--- src/rtl/mul_accumulator.sv ---
// mul_accumulator: sums a fixed number of 8-bit products per run.
// The FSM steps IDLE -> ACCUM -> HOLD. The finished sum is held in HOLD
// until downstream takes it. A restart can be requested at any time.
module mul_accumulator #(
    parameter int N_TERMS = 4,   // products summed per run (1..15)
    parameter int ACC_W   = 12   // accumulator width (8..16)
) (
    input  logic             iClock,
    input  logic             iReset_n,
    input  logic             iStart,
    input  logic [7:0]       iProduct,
    input  logic             iValid,
    output logic             oReady,
    output logic [ACC_W-1:0] oSum,
    output logic             oSumValid,
    input  logic             iSumReady,
    output logic [3:0]       oCount,
    output logic             oOverflow
);

    typedef enum logic [1:0] {
        S_IDLE  = 2'd0,
        S_ACCUM = 2'd1,
        S_HOLD  = 2'd2
    } state_t;

    localparam logic [3:0] LAST_COUNT = 4'(N_TERMS);

    state_t           state_q, state_d;
    logic [ACC_W-1:0] sum_q, sum_d;
    logic [3:0]       count_q, count_d;
    logic             ovf_q, ovf_d;

    // One extra bit on the adder captures the carry out of the accumulator.
    logic [ACC_W:0]   add_w;
    logic [3:0]       count_inc_w;
    logic             accept_w;

    assign add_w       = {1'b0, sum_q} + {{(ACC_W - 7){1'b0}}, iProduct};
    assign count_inc_w = count_q + 4'd1;
    // The handshake uses only registered state, so oReady never depends on iValid.
    assign accept_w    = (state_q == S_ACCUM) && iValid && !iStart;

    // Next-state and datapath update. iStart always wins and clears the run.
    always_comb begin
        state_d = state_q;
        sum_d   = sum_q;
        count_d = count_q;
        ovf_d   = ovf_q;
        unique case (state_q)
            S_IDLE: begin
                if (iStart) begin
                    state_d = S_ACCUM;
                    sum_d   = '0;
                    count_d = '0;
                    ovf_d   = 1'b0;
                end
            end
            S_ACCUM: begin
                if (iStart) begin
                    sum_d   = '0;
                    count_d = '0;
                    ovf_d   = 1'b0;
                end else if (accept_w) begin
                    sum_d   = add_w[ACC_W-1:0];
                    count_d = count_inc_w;
                    ovf_d   = ovf_q | add_w[ACC_W];
                    if (count_inc_w == LAST_COUNT) begin
                        state_d = S_HOLD;
                    end
                end
            end
            S_HOLD: begin
                if (iStart) begin
                    state_d = S_ACCUM;
                    sum_d   = '0;
                    count_d = '0;
                    ovf_d   = 1'b0;
                end else if (iSumReady) begin
                    state_d = S_IDLE;
                end
            end
            default: begin
                state_d = S_IDLE;
            end
        endcase
    end

    // State and datapath registers. Reset acts asynchronously and returns everything to zero.
    always_ff @(posedge iClock or negedge iReset_n) begin
        if (!iReset_n) begin
            state_q <= S_IDLE;
            sum_q   <= '0;
            count_q <= '0;
            ovf_q   <= 1'b0;
        end else begin
            state_q <= state_d;
            sum_q   <= sum_d;
            count_q <= count_d;
            ovf_q   <= ovf_d;
        end
    end

    assign oReady    = (state_q == S_ACCUM);
    assign oSumValid = (state_q == S_HOLD);
    assign oSum      = sum_q;
    assign oCount    = count_q;
    assign oOverflow = ovf_q;

endmodule

--- config.mk ---
export PLATFORM = sky130hd
export DESIGN_NAME = mul_accumulator
export DESIGN_NICKNAME = d
export VERILOG_FILES = /design/src/rtl/mul_accumulator.sv
export SDC_FILE = /design/constraint.sdc
export NUM_CORES = 1
export LEC_CHECK = 0
export CELL_PAD_IN_SITES_DETAIL_PLACEMENT = 0
export CELL_PAD_IN_SITES_GLOBAL_PLACEMENT = 1
export CORE_ASPECT_RATIO = 0.8
export CORE_MARGIN = 3
export CORE_UTILIZATION = 49
export CTS_BUF_LIST = sky130_fd_sc_hd__clkbuf_4 sky130_fd_sc_hd__clkbuf_8
export CTS_CLUSTER_SIZE = 8
export DETAILED_ROUTE_END_ITERATION = 6
export DONT_BUFFER_PORTS = 1
export PLACE_DENSITY_LB_ADDON = 0.1
export SYNTH_ARGS = -nofsm -noshare
export SYNTH_HDL_FRONTEND = slang
export SYNTH_SLANG_ARGS = --single-unit
--- constraint.sdc ---
create_clock -name iClock -period 2.2 [get_ports iClock]
set_input_delay 0.55 -clock iClock [delete_from_list [all_inputs] [get_ports iClock]]
set_output_delay 0.55 -clock iClock [all_outputs]
set_load 0.005 [all_outputs]
==> results of run 1 <==
## sequential cells by signal (all words and copies together), names as in the netlist
signal / count
state_q: 2
oCount: 4
oOverflow: 1
oSum: 12
## per-stage QoR
stage	instances	util	setup slack (ps)
3_5_place_dp	145	0.549	-28.2
6_report	150	0.569	141
2_1_floorplan	122	-	124
3_3_place_gp	145	0.549	27.6
5_1_grt	150	0.569	14.1
4_1_cts	150	0.567	72.3
## power breakdown
group          internal (mW)  total [mW]  switching [mW]  leakage, nW
Sequential             0.386       0.435          0.0488        0.253
Clock                 0.0829       0.187           0.104       0.0184
Combinational          0.121       0.263           0.142        0.338
Total                  0.590       0.885           0.295        0.609
## final cells by class
| cell class | count | area [um^2] |
|---|---|---|
| Clock buffer | 4 | 30.0 |
| Fill cell | 204 | 970 |
| Inverter | 3 | 11.3 |
| Multi-Input combinational cell | 96 | 709 |
| Sequential cell | 19 | 475 |
| Tap cell | 25 | 31.3 |
| Timing Repair Buffer | 3 | 25.0 |
## synth_stat cells, drive strengths merged
library cell | n | area, um^2
xnor2 | 3 | 26.3
a31oi | 1 | 6.26
o21ba | 2 | 20.0
o31a | 1 | 8.76
ha | 10 | 125
a22o | 4 | 35.0
o32ai | 1 | 8.76
nand3 | 7 | 35.0
nor2b | 2 | 20.0
a21oi | 8 | 43.8
o221ai | 1 | 15.0
clkbuf | 2 | 7.51
nand2b | 1 | 6.26
inv | 3 | 11.3
and3 | 1 | 6.26
a2bb2oi | 1 | 8.76
o21ai | 11 | 58.8
dfrtp | 19 | 475
fa | 1 | 20.0
xor2 | 6 | 52.6
buf | 2 | 12.5
a211oi | 2 | 15.0
o2111ai | 1 | 8.76
and4 | 1 | 8.76
nand2 | 15 | 56.3
o211ai | 2 | 20.0
and3b | 1 | 8.76
nor2 | 2 | 7.51
a21o | 4 | 30.0
o21bai | 1 | 7.51
or3 | 1 | 6.26
nand3b | 3 | 22.5
or4 | 1 | 7.51
o31ai | 1 | 7.51
## layer usage
metal / vias to the layer above / part of all wire / global-route usage
met4: 0 / 0.0099 / 0.0530
met3: 4 / 0.081 / 0.0771
met1: 417 / 0.50 / 0.257
li1: 460 / - / -
met5: - / 0 / 0
met2: 34 / 0.40 / 0.272
## what timing repair did
| item | 4_1_cts | 5_1_grt |
|---|---|---|
| gates resized for setup | 0 | 1 |
| hold buffers | 1 | 0 |
| setup endpoints to repair | 0 | 2 |
| hold endpoints to repair | 19 | 0 |
## how the worst min path moves through the flow
stage                   from                     to  slack, ps
floorplan           iReset_n  oCount[0]$_DFFE_PN0P_        250
global placement    iReset_n    oSum[7]$_DFFE_PN0P_        250
detailed placement  iReset_n    oSum[7]$_DFFE_PN0P_        250
CTS                   iStart    oSum[8]$_DFFE_PN0P_        310
global route          iStart    oSum[8]$_DFFE_PN0P_        310
finish                iStart    oSum[8]$_DFFE_PN0P_        330
## logic make-up (layout without fill, tap and decap cells)
kind of cell	count (synthesis)	count (layout)	share of synthesized area
flops	19	19	0.393
fa+ha+maj	11	11	0.120
buf+inv	7	10	0.0259
compound gates	41	41	0.243
xor+xnor	9	9	0.0652
simple gates	35	35	0.153
## critical path, stage by stage (launching register included)
cell	delay [ps]
dfrtp_1	420
ha_1	220
fa_1	410
a21oi_1	260
o221ai_2	180
o2111ai_2	230
nor2_1	90
a2bb2oi_1	130
==> impl_metrics.py, run 1 <==
metrics = {
    "worst_hold_path": {
        "whs_path_depth": 1,
        "worstHoldPathType": "in2reg",
    },
    "floorplan": {
        "dieArea_um2": 3110,
        "ios": 32,
        "rows": 15,
        "die_x_um": 61.6,
        "start_util": 0.537,
        "core_um2": 2250,
        "die_h_um": 50.4,
    },
    "finish": {
        "final_cell_mix": "19 x dfrtp_1, 15 x nand2_1, 10 x o21ai_0, 10 x ha_1",
        "layout.cells.most_common": "dfrtp_1",
        "finish.instance_area_um2": 1280,
        "final_nets": 150,
        "drive_gt1_frac": 0.112,
        "diodes": 0,
        "syn_to_final_growth_pct": 6.00,
    },
    "worst_setup_path": {
        "cp.required_ps": 2390,
        "critPathLaunch": "oSum[0]$_DFFE_PN0P_",
        "arrival_ps": 2250,
        "worst_r2r_path_depth": 7,
        "end_kind": "flip-flop",
        "rr_endpoint": "oOverflow$_DFFE_PN0P_",
        "start_kind": "flip-flop",
        "r2r-start": "oSum[0]$_DFFE_PN0P_",
        "crit_end": "oOverflow$_DFFE_PN0P_",
        "regToRegSetupSlack_ps": 140,
        "crit_fanout": 3,
        "crit_type": "reg2reg",
    },
    "power_and_ir_drop": {
        "p_leak_nw": 0.609,
        "power_density_nw_per_um2": 690,
        "ir_drop_uv": 336,
        "p_total_uw": 885,
    },
    "sta": {
        "rsz0062_at_grt": "false",
        "tns_ps": 0,
        "slew_viol_final": 0,
        "hold_slack_ps": 331,
        "setup_violations": 0,
        "fmax_mhz": 486,
        "hold_viol_final": 0,
        "fin_skew_ps": 4.75,
        "post-route-min-period_ps": 2060,
        "post-route-period-util": 0.936,
        "worst_pin_slew_ps": 867,
        "relSlewSlack": 0.420,
    },
    "global_routing": {
        "grt_pass1_wl_um": 4220,
        "grt_pass1_vias": 922,
        "overflow": 0,
        "grt_max_degree": 20,
        "grt_usage": 0.188,
        "antenna_found_initial": 0,
    },
    "placement": {
        "dpl_cell_area_um2": 1240,
        "dp_hpwl_um": 1860,
        "gp_congestion": 0.763,
        "port_buffers": 0,
    },
    "clock_network": {
        "clkTransAtPathRegs_ps": 100,
        "cts_tree": "done",
        "root_buffer": "clkbuf_4",
        "clock_sinks": 19,
        "h-tree-depth": 1,
        "cts_setup_buffers": 0,
        "max-clock-path-buffers": 2,
        "cts_buffers": 3,
        "insertion_delay_ps": 290,
    },
    "yosys": {
        "synth_cell_types": 39,
        "yosys_register_bits": 19,
        "yosysWarnings": 0,
        "syn-mean-instance-area_um2": 9.92,
        "synth-seq-area-share": 0.393,
        "synth_area_um2": 1210,
        "synth_fp_nets": 146,
        "synth_cells": 122,
    },
    "detailed_routing": {
        "drt-initial-drc-count": 50,
        "final_antenna_net_count": 0,
        "drcViolationCount": 0,
        "vias": 915,
        "drt-vias-per-instance": 6.10,
        "routedWlPerCell_um": 16.8,
        "wl_um": 2510,
        "first_pass_iters": 4,
    },
    "run_status": {
        "status": "complete, no violations",
    },
    "job": {
        "cap_violations": 0,
    },
}
Note: power is estimated with default switching activity, not from simulation.
==> run 2: changes to the inputs <==
--- a/config.mk
+++ b/config.mk
@@ -9,7 +9,7 @@
 export CELL_PAD_IN_SITES_GLOBAL_PLACEMENT = 1
 export CORE_ASPECT_RATIO = 0.8
 export CORE_MARGIN = 3
-export CORE_UTILIZATION = 49
+export CORE_UTILIZATION = 35
 export CTS_BUF_LIST = sky130_fd_sc_hd__clkbuf_4 sky130_fd_sc_hd__clkbuf_8
 export CTS_CLUSTER_SIZE = 8
 export DETAILED_ROUTE_END_ITERATION = 6
==> impl_metrics.py, run 2 (synthesized netlist as in run 1, its figures left out) <==
metrics = {
    "sta": {
        "slew_viol_final": 0,
        "hold_viol_final": 0,
        "rsz0062_at_grt": "false",
        "post-route-min-period_ps": 1960,
        "worst_pin_slew_ps": 933,
        "hold_slack_ps": 367,
        "tns_ps": 0,
        "fin_skew_ps": 7.81,
        "setup_violations": 0,
        "relSlewSlack": 0.376,
        "fin_ws_ps": 241,
        "post-route-period-util": 0.890,
        "fmax_mhz": 511,
    },
    "worst_setup_path": {
        "arrival_ps": 2110,
        "cp.required_ps": 2350,
        "end_kind": "flip-flop",
        "crit_chain": "ha_1 > fa_1 > a21oi_2 > o221ai_2 > o2111ai_2 > or3_1 > nand3_1",
        "cpPeakStageDelay_ps": 420,
        "crit_family": "adder cells",
        "start_kind": "flip-flop",
        "crit_type": "reg2reg",
        "cp_num_buf_inv": 0,
        "crit_fanout": 3,
        "cp_slowest_cell": "fa_1",
    },
    "clock_network": {
        "cts_tree": "done",
        "clkTransAtPathRegs_ps": 80,
        "insertion_delay_ps": 260,
        "cts_buffers": 3,
        "h-tree-depth": 1,
        "cts_setup_buffers": 0,
        "root_buffer": "clkbuf_8",
        "clock_sinks": 19,
        "max-clock-path-buffers": 2,
    },
    "global_routing": {
        "grt_max_degree": 20,
        "antenna_found_initial": 0,
        "overflow": 0,
        "grt_pass1_vias": 928,
        "grt_pass1_wl_um": 4630,
        "grt_usage": 0.146,
    },
    "power_and_ir_drop": {
        "power_frac_clock": 0.275,
        "switching_share": 0.329,
        "power_density_nw_per_um2": 727,
        "combPwrFrac": 0.272,
        "internal-power_uw": 646,
        "power_switching_uw": 317,
        "ir_drop_uv": 305,
        "p_leak_nw": 0.617,
        "p_seq_frac": 0.454,
    },
    "finish": {
        "layout.cells.most_common": "dfrtp_1",
        "final_cell_mix": "19 x dfrtp_1, 15 x nand2_1, 10 x o21ai_0, 10 x ha_1, 7 x nand3_1",
        "syn_to_final_growth_pct": 9.41,
        "largest_reg_flops": 12,
        "diodes": 0,
        "drive_gt1_frac": 0.120,
        "final_nets": 150,
        "num-fill-cells": 317,
    },
    "detailed_routing": {
        "wl_um": 2900,
        "drt-initial-drc-count": 87,
        "drt-vias-per-instance": 5.60,
        "routedWlPerCell_um": 17.6,
        "vias": 924,
        "final_antenna_net_count": 0,
        "first_pass_iters": 6,
        "drcViolationCount": 0,
    },
    "job": {
        "cap_violations": 0,
    },
    "floorplan": {
        "die_x_um": 71.7,
        "ios": 32,
        "core_um2": 3200,
        "rows": 18,
        "die_h_um": 58.6,
        "start_util": 0.378,
        "dieArea_um2": 4200,
    },
    "placement": {
        "port_buffers": 0,
        "dp_hpwl_um": 2140,
        "gp_congestion": 0.753,
        "post-place-ws_ps": -10.6,
    },
    "worst_hold_path": {
        "worstHoldPathType": "in2reg",
    },
    "run_status": {
        "status": "complete, no violations",
    },
}
[run 2: changes by cell type in the layout (fill, tap and decap cells not counted)]
cell,change
clkbuf_4,-3
clkbuf_8,+3
a21oi_1,-1
a21oi_2,+1
[run 2: through the flow]
step	power (mW)	utilization	instances	instance area, um^2
5_1_grt	1.03	0.414	165	1320
3_3_place_gp	0.691	0.392	160	1250
6_report	0.962	0.414	165	1320
3_5_place_dp	0.694	0.392	160	1250
4_1_cts	0.973	0.411	165	1310
2_1_floorplan	0.639	-	122	1210
[run 2: final timing paths]
kind | start | to | slack, ps | depth (start not counted)
worst min register to register | oSum[6]$_DFFE_PN0P_ | oSum[6]$_DFFE_PN0P_ | 540 | 2
worst min-delay path | iStart | oSum[8]$_DFFE_PN0P_ | 370 | 1
worst max register to register | oSum[0]$_DFFE_PN0P_ | oSum[10]$_DFFE_PN0P_ | 240 | 7
worst max-delay path | oSum[0]$_DFFE_PN0P_ | oSum[10]$_DFFE_PN0P_ | 240 | 7
max in group asynchronous | iReset_n | oSum[4]$_DFFE_PN0P_ | 750 | 1
min in group asynchronous | iReset_n | oSum[7]$_DFFE_PN0P_ | 870 | 1
[run 2: repair_timing]
item / CTS / global route
hold buffers: 1 / 0
endpoints found under the hold margin: 19 / 0
endpoints found under the setup margin: 0 / 2
gates resized for setup: 0 / 2
[run 2: per-layer routing]
| layer | global-route usage | vias up | routed length [um] |
|---|---|---|---|
| li1 | - | 457 | - |
| met1 | 0.193 | 441 | 1420 |
| met2 | 0.226 | 24 | 1260 |
| met3 | 0.0563 | 2 | 203 |
| met4 | 0.0322 | 0 | 17 |
| met5 | 0 | - | 0 |
[run 2: layout make-up]
class                   count  area, um^2  area share
clock buffers               4        48.8      0.0369
inverters                   3        11.3     0.00851
multi-input cells          96         713       0.539
well taps                  40        50.0      0.0378
flip-flops and latches     19         475       0.359
repair buffers              3        25.0      0.0189
[run 2: power by group through the flow]
stage	combinational, mW	sequential [mW]	clock [mW]
finish	0.262	0.437	0.264
global route	0.296	0.445	0.290
CTS	0.260	0.437	0.275
detailed placement	0.249	0.444	0
global placement	0.249	0.443	0
floorplan	0.209	0.429	0
==> run 3: changes to the inputs <==
--- a/config.mk
+++ b/config.mk
@@ -15,6 +15,7 @@
 export DETAILED_ROUTE_END_ITERATION = 6
 export DONT_BUFFER_PORTS = 1
 export PLACE_DENSITY_LB_ADDON = 0.1
+export SLEW_MARGIN = 20
 export SYNTH_ARGS = -nofsm -noshare
 export SYNTH_HDL_FRONTEND = slang
 export SYNTH_SLANG_ARGS = --single-unit
==> results of run 3 <==
Final layout, timing and power as in run 2 (identical DEF).
